**config.mk**
```make
export PLATFORM = sky130hd
export DESIGN_NAME = mvp_fll_search_ctrl
export DESIGN_NICKNAME = d
export VERILOG_FILES = /design/src/rtl/mvp_fll_pkg.sv /design/src/rtl/mvp_sar6_step.sv /design/src/rtl/mvp_fll_search_ctrl.sv
export SDC_FILE = /design/constraint.sdc
export NUM_CORES = 1
export LEC_CHECK = 0
export BUFFER_PORTS_ARGS = -buffer_cell sky130_fd_sc_hd__buf_2
export CAP_MARGIN = 0
export CORE_MARGIN = 10
export CORE_UTILIZATION = 55
export CTS_CLUSTER_SIZE = 24
export DETAILED_ROUTE_END_ITERATION = 8
export PLACE_DENSITY = 0.85
export SETUP_SLACK_MARGIN = 0.3
export SLEW_MARGIN = 20
export SYNTH_ARGS = -nofsm -noshare
export SYNTH_HDL_FRONTEND = slang
export SYNTH_SLANG_ARGS = --single-unit
export TNS_END_PERCENT = 20
```
**constraint.sdc**
```tcl
create_clock -name refclk -period 2.2 [get_ports refclk]
set_input_delay 0.44 -clock refclk [delete_from_list [all_inputs] [get_ports refclk]]
set_output_delay 0.44 -clock refclk [all_outputs]
set_load 0.01 [all_outputs]
```
**src/rtl/mvp_fll_pkg.sv**
```systemverilog
// Shared constants and types for the FLL band/fine successive-approximation search.
package mvp_fll_pkg;

  localparam int CODE_W = 6;
  localparam int MEAS_W = 8;
  localparam int GAP_W  = 4;
  localparam int BIT_W  = $clog2(CODE_W);

  localparam logic [CODE_W-1:0] FINE_MID = CODE_W'(31);

  typedef enum logic [2:0] {
    ST_IDLE,
    ST_APPLY,
    ST_MEASURE,
    ST_SAMPLE,
    ST_GAP,
    ST_NEXT,
    ST_DONE
  } state_e;

  typedef enum logic {
    PH_BAND,
    PH_FINE
  } phase_e;

  typedef struct packed {
    logic too_fast;
    logic too_slow;
  } fll_stat_t;

  function automatic logic is_busy(input state_e s);
    return (s != ST_IDLE) && (s != ST_DONE);
  endfunction

endpackage

```
**src/rtl/mvp_sar6_step.sv**
```systemverilog
// One 6-bit successive-approximation register, shared by the band and fine phases.
module mvp_sar6_step
  import mvp_fll_pkg::*;
(
  input  logic              refclk,
  input  logic              refclk_reset_n,
  input  logic              init,
  input  logic              step,
  input  fll_stat_t         stat,
  output logic [CODE_W-1:0] trial,
  output logic [CODE_W-1:0] acc_nxt,
  output logic              last,
  output logic              hit
);

  logic [CODE_W-1:0] acc;
  logic [BIT_W-1:0]  bit_idx;
  logic [CODE_W-1:0] bit_oh;

  assign bit_oh = CODE_W'(1) << bit_idx;
  assign trial  = acc | bit_oh;
  assign hit    = !stat.too_fast && !stat.too_slow;
  // Too slow or in range keeps the trial bit; too fast (incl. both flags) drops it.
  assign acc_nxt = stat.too_fast ? acc : trial;
  assign last    = hit || (bit_idx == '0);

  always_ff @(posedge refclk or negedge refclk_reset_n) begin
    if (!refclk_reset_n) begin
      acc     <= '0;
      bit_idx <= BIT_W'(CODE_W-1);
    end else if (init) begin
      acc     <= '0;
      bit_idx <= BIT_W'(CODE_W-1);
    end else if (step) begin
      acc <= acc_nxt;
      if (!last) bit_idx <= bit_idx - BIT_W'(1);
    end
  end

endmodule

```
**src/rtl/mvp_fll_search_ctrl.sv**
```systemverilog
// FLL VCO band/fine search: per trial apply code, enable FLL, sample fast/slow, idle, decide.
module mvp_fll_search_ctrl
  import mvp_fll_pkg::*;
(
  input  logic              refclk,
  input  logic              refclk_reset_n,
  input  logic              swi_search_en,
  input  logic              swi_search_fine,
  input  logic [MEAS_W-1:0] swi_meas_cycles,
  input  logic [GAP_W-1:0]  swi_gap_cycles,
  input  logic              fll_vco_too_fast,
  input  logic              fll_vco_too_slow,
  output logic              fll_enable,
  output logic              fll_manual_mode,
  output logic [CODE_W-1:0] fll_vco_band_start,
  output logic [CODE_W-1:0] fll_vco_fine_start,
  output logic              search_busy,
  output logic              search_done,
  output logic              search_in_range,
  output logic [CODE_W-1:0] band_result,
  output logic [CODE_W-1:0] fine_result
);

  state_e            state, state_nxt;
  phase_e            phase;
  logic [MEAS_W-1:0] cnt, cnt_nxt;
  logic              en_q;
  fll_stat_t         stat;
  logic              launch, sar_init, sar_step, band_wr, fine_wr, go_fine;
  logic [CODE_W-1:0] trial, acc_nxt;
  logic              last, hit;

  mvp_sar6_step u_sar (
    .refclk         (refclk),
    .refclk_reset_n (refclk_reset_n),
    .init           (sar_init),
    .step           (sar_step),
    .stat           (stat),
    .trial          (trial),
    .acc_nxt        (acc_nxt),
    .last           (last),
    .hit            (hit)
  );

  always_comb begin
    state_nxt = state;
    cnt_nxt   = cnt;
    launch    = 1'b0;
    sar_init  = 1'b0;
    sar_step  = 1'b0;
    band_wr   = 1'b0;
    fine_wr   = 1'b0;
    go_fine   = 1'b0;
    case (state)
      ST_IDLE: if (swi_search_en && !en_q) begin
        state_nxt = ST_APPLY;
        launch    = 1'b1;
        sar_init  = 1'b1;
      end
      ST_APPLY: begin
        state_nxt = ST_MEASURE;
        cnt_nxt   = swi_meas_cycles;
      end
      ST_MEASURE: begin
        if (cnt == '0) state_nxt = ST_SAMPLE;
        else           cnt_nxt   = cnt - MEAS_W'(1);
      end
      ST_SAMPLE: begin
        state_nxt = ST_GAP;
        cnt_nxt   = MEAS_W'(swi_gap_cycles);
      end
      ST_GAP: begin
        if (cnt == '0) state_nxt = ST_NEXT;
        else           cnt_nxt   = cnt - MEAS_W'(1);
      end
      ST_NEXT: begin
        sar_step = 1'b1;
        if (!last) begin
          state_nxt = ST_APPLY;
        end else if (phase == PH_BAND) begin
          band_wr = 1'b1;
          if (swi_search_fine) begin
            go_fine   = 1'b1;
            sar_init  = 1'b1;
            state_nxt = ST_APPLY;
          end else begin
            state_nxt = ST_DONE;
          end
        end else begin
          fine_wr   = 1'b1;
          state_nxt = ST_DONE;
        end
      end
      ST_DONE: if (!swi_search_en) state_nxt = ST_IDLE;
      default: state_nxt = ST_IDLE;
    endcase
    // Abort wins over everything, including a phase end in the same cycle.
    if (is_busy(state) && !swi_search_en) begin
      state_nxt = ST_IDLE;
      sar_init  = 1'b0;
      sar_step  = 1'b0;
      band_wr   = 1'b0;
      fine_wr   = 1'b0;
      go_fine   = 1'b0;
    end
  end

  always_ff @(posedge refclk or negedge refclk_reset_n) begin
    if (!refclk_reset_n) begin
      state           <= ST_IDLE;
      phase           <= PH_BAND;
      cnt             <= '0;
      en_q            <= 1'b0;
      stat            <= '0;
      band_result     <= '0;
      fine_result     <= FINE_MID;
      search_in_range <= 1'b0;
      fll_enable      <= 1'b0;
      fll_manual_mode <= 1'b0;
      search_busy     <= 1'b0;
      search_done     <= 1'b0;
    end else begin
      state <= state_nxt;
      cnt   <= cnt_nxt;
      en_q  <= swi_search_en;
      if (state == ST_SAMPLE) stat <= {fll_vco_too_fast, fll_vco_too_slow};
      if (launch) begin
        phase           <= PH_BAND;
        search_in_range <= 1'b0;
      end
      if (go_fine) phase <= PH_FINE;
      if (band_wr) begin
        band_result     <= acc_nxt;
        search_in_range <= hit;
      end
      if (fine_wr) begin
        fine_result     <= acc_nxt;
        search_in_range <= hit;
      end
      // Status and enable are registered from the next state so the FLL sees clean levels.
      fll_enable      <= (state_nxt == ST_MEASURE) || (state_nxt == ST_SAMPLE);
      fll_manual_mode <= is_busy(state_nxt);
      search_busy     <= is_busy(state_nxt);
      search_done     <= (state_nxt == ST_DONE);
    end
  end

  always_comb begin
    fll_vco_band_start = band_result;
    fll_vco_fine_start = fine_result;
    if (search_busy) begin
      if (phase == PH_BAND) begin
        fll_vco_band_start = trial;
        fll_vco_fine_start = FINE_MID;
      end else begin
        fll_vco_fine_start = trial;
      end
    end
  end

endmodule

```
# Word level (Yosys, flattened, before mapping)
# Index checks and enable logic that the tools add are counted.
[totals]
ff_bits = 40
input_bits = 18
[classes]
addsub = 2
eq_ne = 13
n_shift = 1
n_mux = 44
n_bitwise = 1
reduce_logical = 23
[ops]
columns = ["op", "count"]
rows = [
  ["6-bit 2-to-1 mux", 7],
  ["3-bit 2-to-1 mux", 11],
  ["8-bit one-hot mux with 3 select lines", 1],
  ["1-bit 2-to-1 mux", 22],
  ["3-bit one-hot mux with 7 select lines", 1],
  ["3-bit by 2-bit == test with 1-bit output, second input constant", 4],
  ["3-bit == test, second input constant", 4],
  ["3-bit nonzero test", 4],
  ["8-bit zero test", 1],
  ["8-bit 2-to-1 mux", 1],
  ["8-bit by 1-bit subtractor with 8-bit output, second input constant", 1],
  ["3-bit zero test", 2],
  ["3-bit != test, second input constant", 2],
  ["6-bit OR", 1],
  ["1-bit by 3-bit << shifter with 6-bit output, first input constant", 1],
  ["1-bit logical AND", 5],
  ["1-bit zero test", 4],
  ["2-bit != test, second input constant", 2],
  ["2-bit AND reduction", 2],
  ["2-bit nonzero test", 2],
  ["3-bit by 1-bit == test with 1-bit output, second input constant", 1],
  ["3-bit by 1-bit subtractor with 3-bit output, second input constant", 1],
  ["1-bit logical OR", 2],
  ["1-bit one-hot mux with 2 select lines", 1],
  ["2-bit OR reduction", 1],
]

# Depth between registers and ports, before layout
[depth]
word_depth = 8
depth_mapped = 7

# Cells and area by module
# A second synthesis with hierarchy kept.
[unflattened]
cells_unflattened = 246
hier_area_um2 = 2506.2
[by_module_without_submodules]
columns = ["module", "n_inst", "cells_each", "area_per_inst_um2", "seq_area_each_um2"]
rows = [
  ["mvp_fll_search_ctrl", 1, 182, 1910.6, 782.0],
  ["mvp_sar6_step", 1, 64, 595.6, 227.7],
]

# Least setup slack after synthesis
# OpenSTA, ideal clock, no wires.
[synth_timing]
path_kind = "register to register"
start = "register cnt[0]"
end = "register cnt[1]"
setup_time_ns = 0.125
arrival_ns = 1.856
t_required_ns = 2.075
slack_ns = 0.219
path_stages_with_launch = 7
n_path_buf = 0
synth_period_minus_slack_ns = 1.981
cell_sequence = "dfrtp_1 inv_1 ha_1 or3b_4 nor4b_4 or2_4 mux2_4"
[synth_between]
elab_chain_len = 3
word_cells_on_any_way = 6
classes_between = "add/sub (1); eq/ne (1); mux (2); reduce/logical (2)"
[synth_lines]
columns = ["element", "line", "rtl"]
rows = [
  ["from (decl)", "mvp_fll_search_ctrl.sv:26", "logic [MEAS_W-1:0] cnt, cnt_nxt;"],
  ["from (signal assigned)", "mvp_fll_search_ctrl.sv:124", "cnt <= cnt_nxt;"],
  ["8-bit by 1-bit subtractor with 8-bit output or 8-bit zero test (tied branches)", "-", ""],
  ["8-bit 2-to-1 mux or 2-bit != test (tied branches)", "-", ""],
  ["8-bit one-hot mux with 3 select lines or 2-bit AND reduction (tied branches)", "-", ""],
]
# Parallel ways exist; a longest one is shown, timed or not. The select of a mux whose other input is x is not followed.
# A chain may end at the register's enable or synchronous reset.

# Worst setup path after layout
[layout_timing]
start = "register u_sar.bit_idx[0]"
end = "output port fll_vco_fine_start[0]"
[layout_between]
elab_chain_len = 4
[layout_lines]
columns = ["element", "line", "rtl"]
rows = [
  ["from (decl)", "mvp_sar6_step.sv:17", "logic [BIT_W-1:0] bit_idx;"],
  ["from (signal assigned)", "mvp_sar6_step.sv:30", "bit_idx <= BIT_W'(CODE_W-1);"],
  ["from (signal assigned)", "mvp_sar6_step.sv:33", "bit_idx <= BIT_W'(CODE_W-1);"],
  ["from (signal assigned)", "mvp_sar6_step.sv:36", "if (!last) bit_idx <= bit_idx - BIT_W'(1);"],
  ["1-bit by 3-bit << shifter with 6-bit output", "mvp_sar6_step.sv:20", "assign bit_oh = CODE_W'(1) << bit_idx;"],
  ["6-bit OR", "mvp_sar6_step.sv:21", "assign trial = acc | bit_oh;"],
  ["6-bit 2-to-1 mux", "mvp_fll_search_ctrl.sv:152", "if (phase == PH_BAND) begin"],
  ["6-bit 2-to-1 mux", "mvp_fll_search_ctrl.sv:151", "if (search_busy) begin"],
  ["to (decl)", "mvp_fll_search_ctrl.sv:16", "output logic [CODE_W-1:0] fll_vco_fine_start,"],
]
# No other way between the ends.

==> flow_summary.toml <==
[die]
die_width_um = 85.21
die_h_um = 85.21
die_area_um2 = 7260
core_um2 = 4058
rows = 23
boundaryPins = 47
initial_core_util = 0.5763

[power]
ir_drop_uv = 417.8
p_leak_nw = 1.283
pwr_density_cell_nw_per_um2 = 749.6

[clock_tree]
cts_hold_buf = 0
htree_num_levels = 2
cts_buffers = 5
root_buffer = "clkbuf_8"
clkSinkCount = 40
clk_latency_ns = 0.29
clock_path_buffers = 2
cts_tree = "built"
clk_pin_slew_ns = 0.07

[sta]
relSlewSlack = 0.5927
finalCritPeriodShare = 0.9109
finClkSkew_ns = 0.007511
worst_slew_pin_slew_ns = 0.6110
fin_tns_setup_ns = 0
period_needed_ns = 2.004
grt_setup_unrepaired = "yes"
hold_viol_final = 0
timing.fmax_ghz = 0.4990
finalSetupViolations = 0
final-max-slew-violation-count = 0

[routing]
vias = 2270
drc = 0
ant_nets = 0
drt_wl_total_um = 6466
vias_per_cell = 6.119
first_pass_iters = 5
drt-initial-drc-count = 225
avgRoutedWirePerCell_um = 17.43

[logic_synthesis]
yosys_warnings = 0
ys_ff_latch = 40
synth_enable_flop_cells = 0
yosys.cell_types.count = 55
syn-cell-area_um2 = 2338
syn_inst = 263
async_reset_ff_frac = 1.000
avgSynthCellArea_um2 = 8.892
postSynthNetCount = 287
yosysSeqAreaShare = 0.4318
synth-main-ff-cell = "dfrtp_1"

[hold_path]
min_path_type = "primary input to async pin"

[cells_and_area]
syn_to_final_growth_pct = 22.20
drive_gt1_frac = 0.3271
n_antenna_cell = 0
nNetsFinal = 344
stdcell_count = 371

[global_route]
grt_pass1_wl_um = 10560
gr-total-overflow = 0
antenna_found_initial = 0
grt.total_usage = 0.1728
grt_pass1_vias = 2185
grt_start_max_net_pins = 28

[worst_setup_path]
path_max_fanout = 3
crit_path_start_kind = "flip-flop"
rrSetupSlack_ns = 0.24
cp-endpoint = "fll_vco_fine_start[0]"
cp.arrival_ns = 1.56
rr_startpoint = "cnt[0]"
required_ns = 1.76
critPathLaunch = "u_sar.bit_idx[0]"
critPathKind = "flip-flop to output pin"
cp-end-kind = "output pin"
r2r_cells = 6
r2r-end = "cnt[1]"

[outcome]
outcome = "finished, final reports clean"

[place]
io_buffer_count = 46
dp.cells = 356
gp_congestion = 0.8995
hpwlAfterDp_um = 4477

[run]
drv_cap = 0
-- synthesized netlist by cell type (4+ instances only) --
cell type  count  area [um2]
dfrtp_1       33       825.8
a21oi_1       35       175.2
o22ai_1        4       25.02
nor2b_1        4       25.02
inv_1         12       45.04
o21ai_0       24       120.1
a211oi_1       8       60.06
clkbuf_1       5       18.77
dfstp_2        7       183.9
nand2_1       20       75.07
nor2_1        30       112.6
nand2b_1       5       31.28
nor3_1         6       30.03
ha_1           6       75.07
buf_4          4       30.03
-- report_power, final --
| part | total [W] | internal (W) | switching, W |
|---|---|---|---|
| registers | 0.000998 | 0.000844 | 0.000155 |
| logic | 0.000676 | 0.000307 | 0.000369 |
| clock network | 0.000468 | 0.000222 | 0.000246 |
| total | 0.00214 | 0.00137 | 0.000769 |
-- cell type report --
type	instances	area, um2
repair buffers	63	361.6
multi-input cells	198	1292
fillers	319	1200
well taps	50	62.56
inverters	12	48.80
clock inverters	1	5.005
flip-flops and latches	40	1011
clock buffers	7	76.32
-- timing repair --
| item | in CTS | in global routing |
|---|---|---|
| endpoints found under the setup margin | 20 | 36 |
| pin swaps | 4 | 2 |
| setup buffers | 4 | 3 |
| resized for setup | 18 | 3 |
| endpoints found under the hold margin | 0 | 0 |
-- placed cells by master, fill, tap and decap left out, types with 3 or more instances in the layout --
master    instances
buf_2            46
a21oi_1          32
dfrtp_1          32
nor2_1           29
o21ai_0          23
nand2_1          19
buf_4            16
a211oi_1          8
inv_1             7
dfstp_2           7
nor3_1            6
nand2b_1          5
clkbuf_8          5
inv_2             4
o22ai_1           4
ha_4              4
nor4_1            3
nor3b_1           3
xnor2_1           3
nor2b_1           3
nand3_1           3
-- how the worst min path moves through the flow --
stage                           to  slack, ns  depth (start not counted)
floorplan           band_result[0]       0.14                          0
global placement    fine_result[0]       0.47                          2
detailed placement  band_result[1]       0.48                          1
CTS                   u_sar.acc[3]       0.17                          1
global route          u_sar.acc[1]       0.19                          1
finish              band_result[0]       0.15                          1
-- per-stage QoR --
stage	util	hold WS (ns)	power, W	cell area, um2	worst slack [ns]
global placement	0.6516	0.4741	0.001650	2644	0.2900
finish	0.7043	0.1530	0.002142	2858	0.1961
global route	0.7043	0.1929	0.002275	2858	0.1132
CTS	0.6953	0.1680	0.002124	2821	0.2347
detailed placement	0.6516	0.4847	0.001653	2644	0.1857
floorplan	-	0.1444	0.001446	2351	0.2645
-- layer usage --
metal,global-route usage,up-vias,wire length (um)
met1,0.2130,1068,2552
li1,-,1058,-
met4,0.06437,0,210
met2,0.2732,120,3069
met5,0,-,0
met3,0.05736,24,634
-- worst max-delay path, cell delays in order, from the launching register on --
cell and delay (ns):
dfstp_2 0.55, inv_2 0.06, ha_4 0.16, nor2b_4 0.13
nor2_2 0.14, a21oi_1 0.08, buf_2 0.14
-- cells by family after synthesis --
logic type	Yosys count	share of synthesized area
AO/OA/AOI/OAI	91	0.2333
flip-flops	40	0.4318
multiplexers	4	0.02033
AND/OR/NAND/NOR	93	0.2129
XOR/XNOR	4	0.01820
adder cells (fa/ha/maj)	6	0.03210
buffers and inverters	25	0.05136
-- flip-flops by register name, indices dropped and copies added, names as in the netlist --
name / flops
u_sar.acc: 6
search_in_range: 1
cnt: 8
stat: 2
search_done: 1
phase: 1
band_result: 6
search_busy: 1
state: 3
fll_enable: 1
u_sar.bit_idx: 3
fine_result: 6
en_q: 1
(Power assumes the default switching activity.)
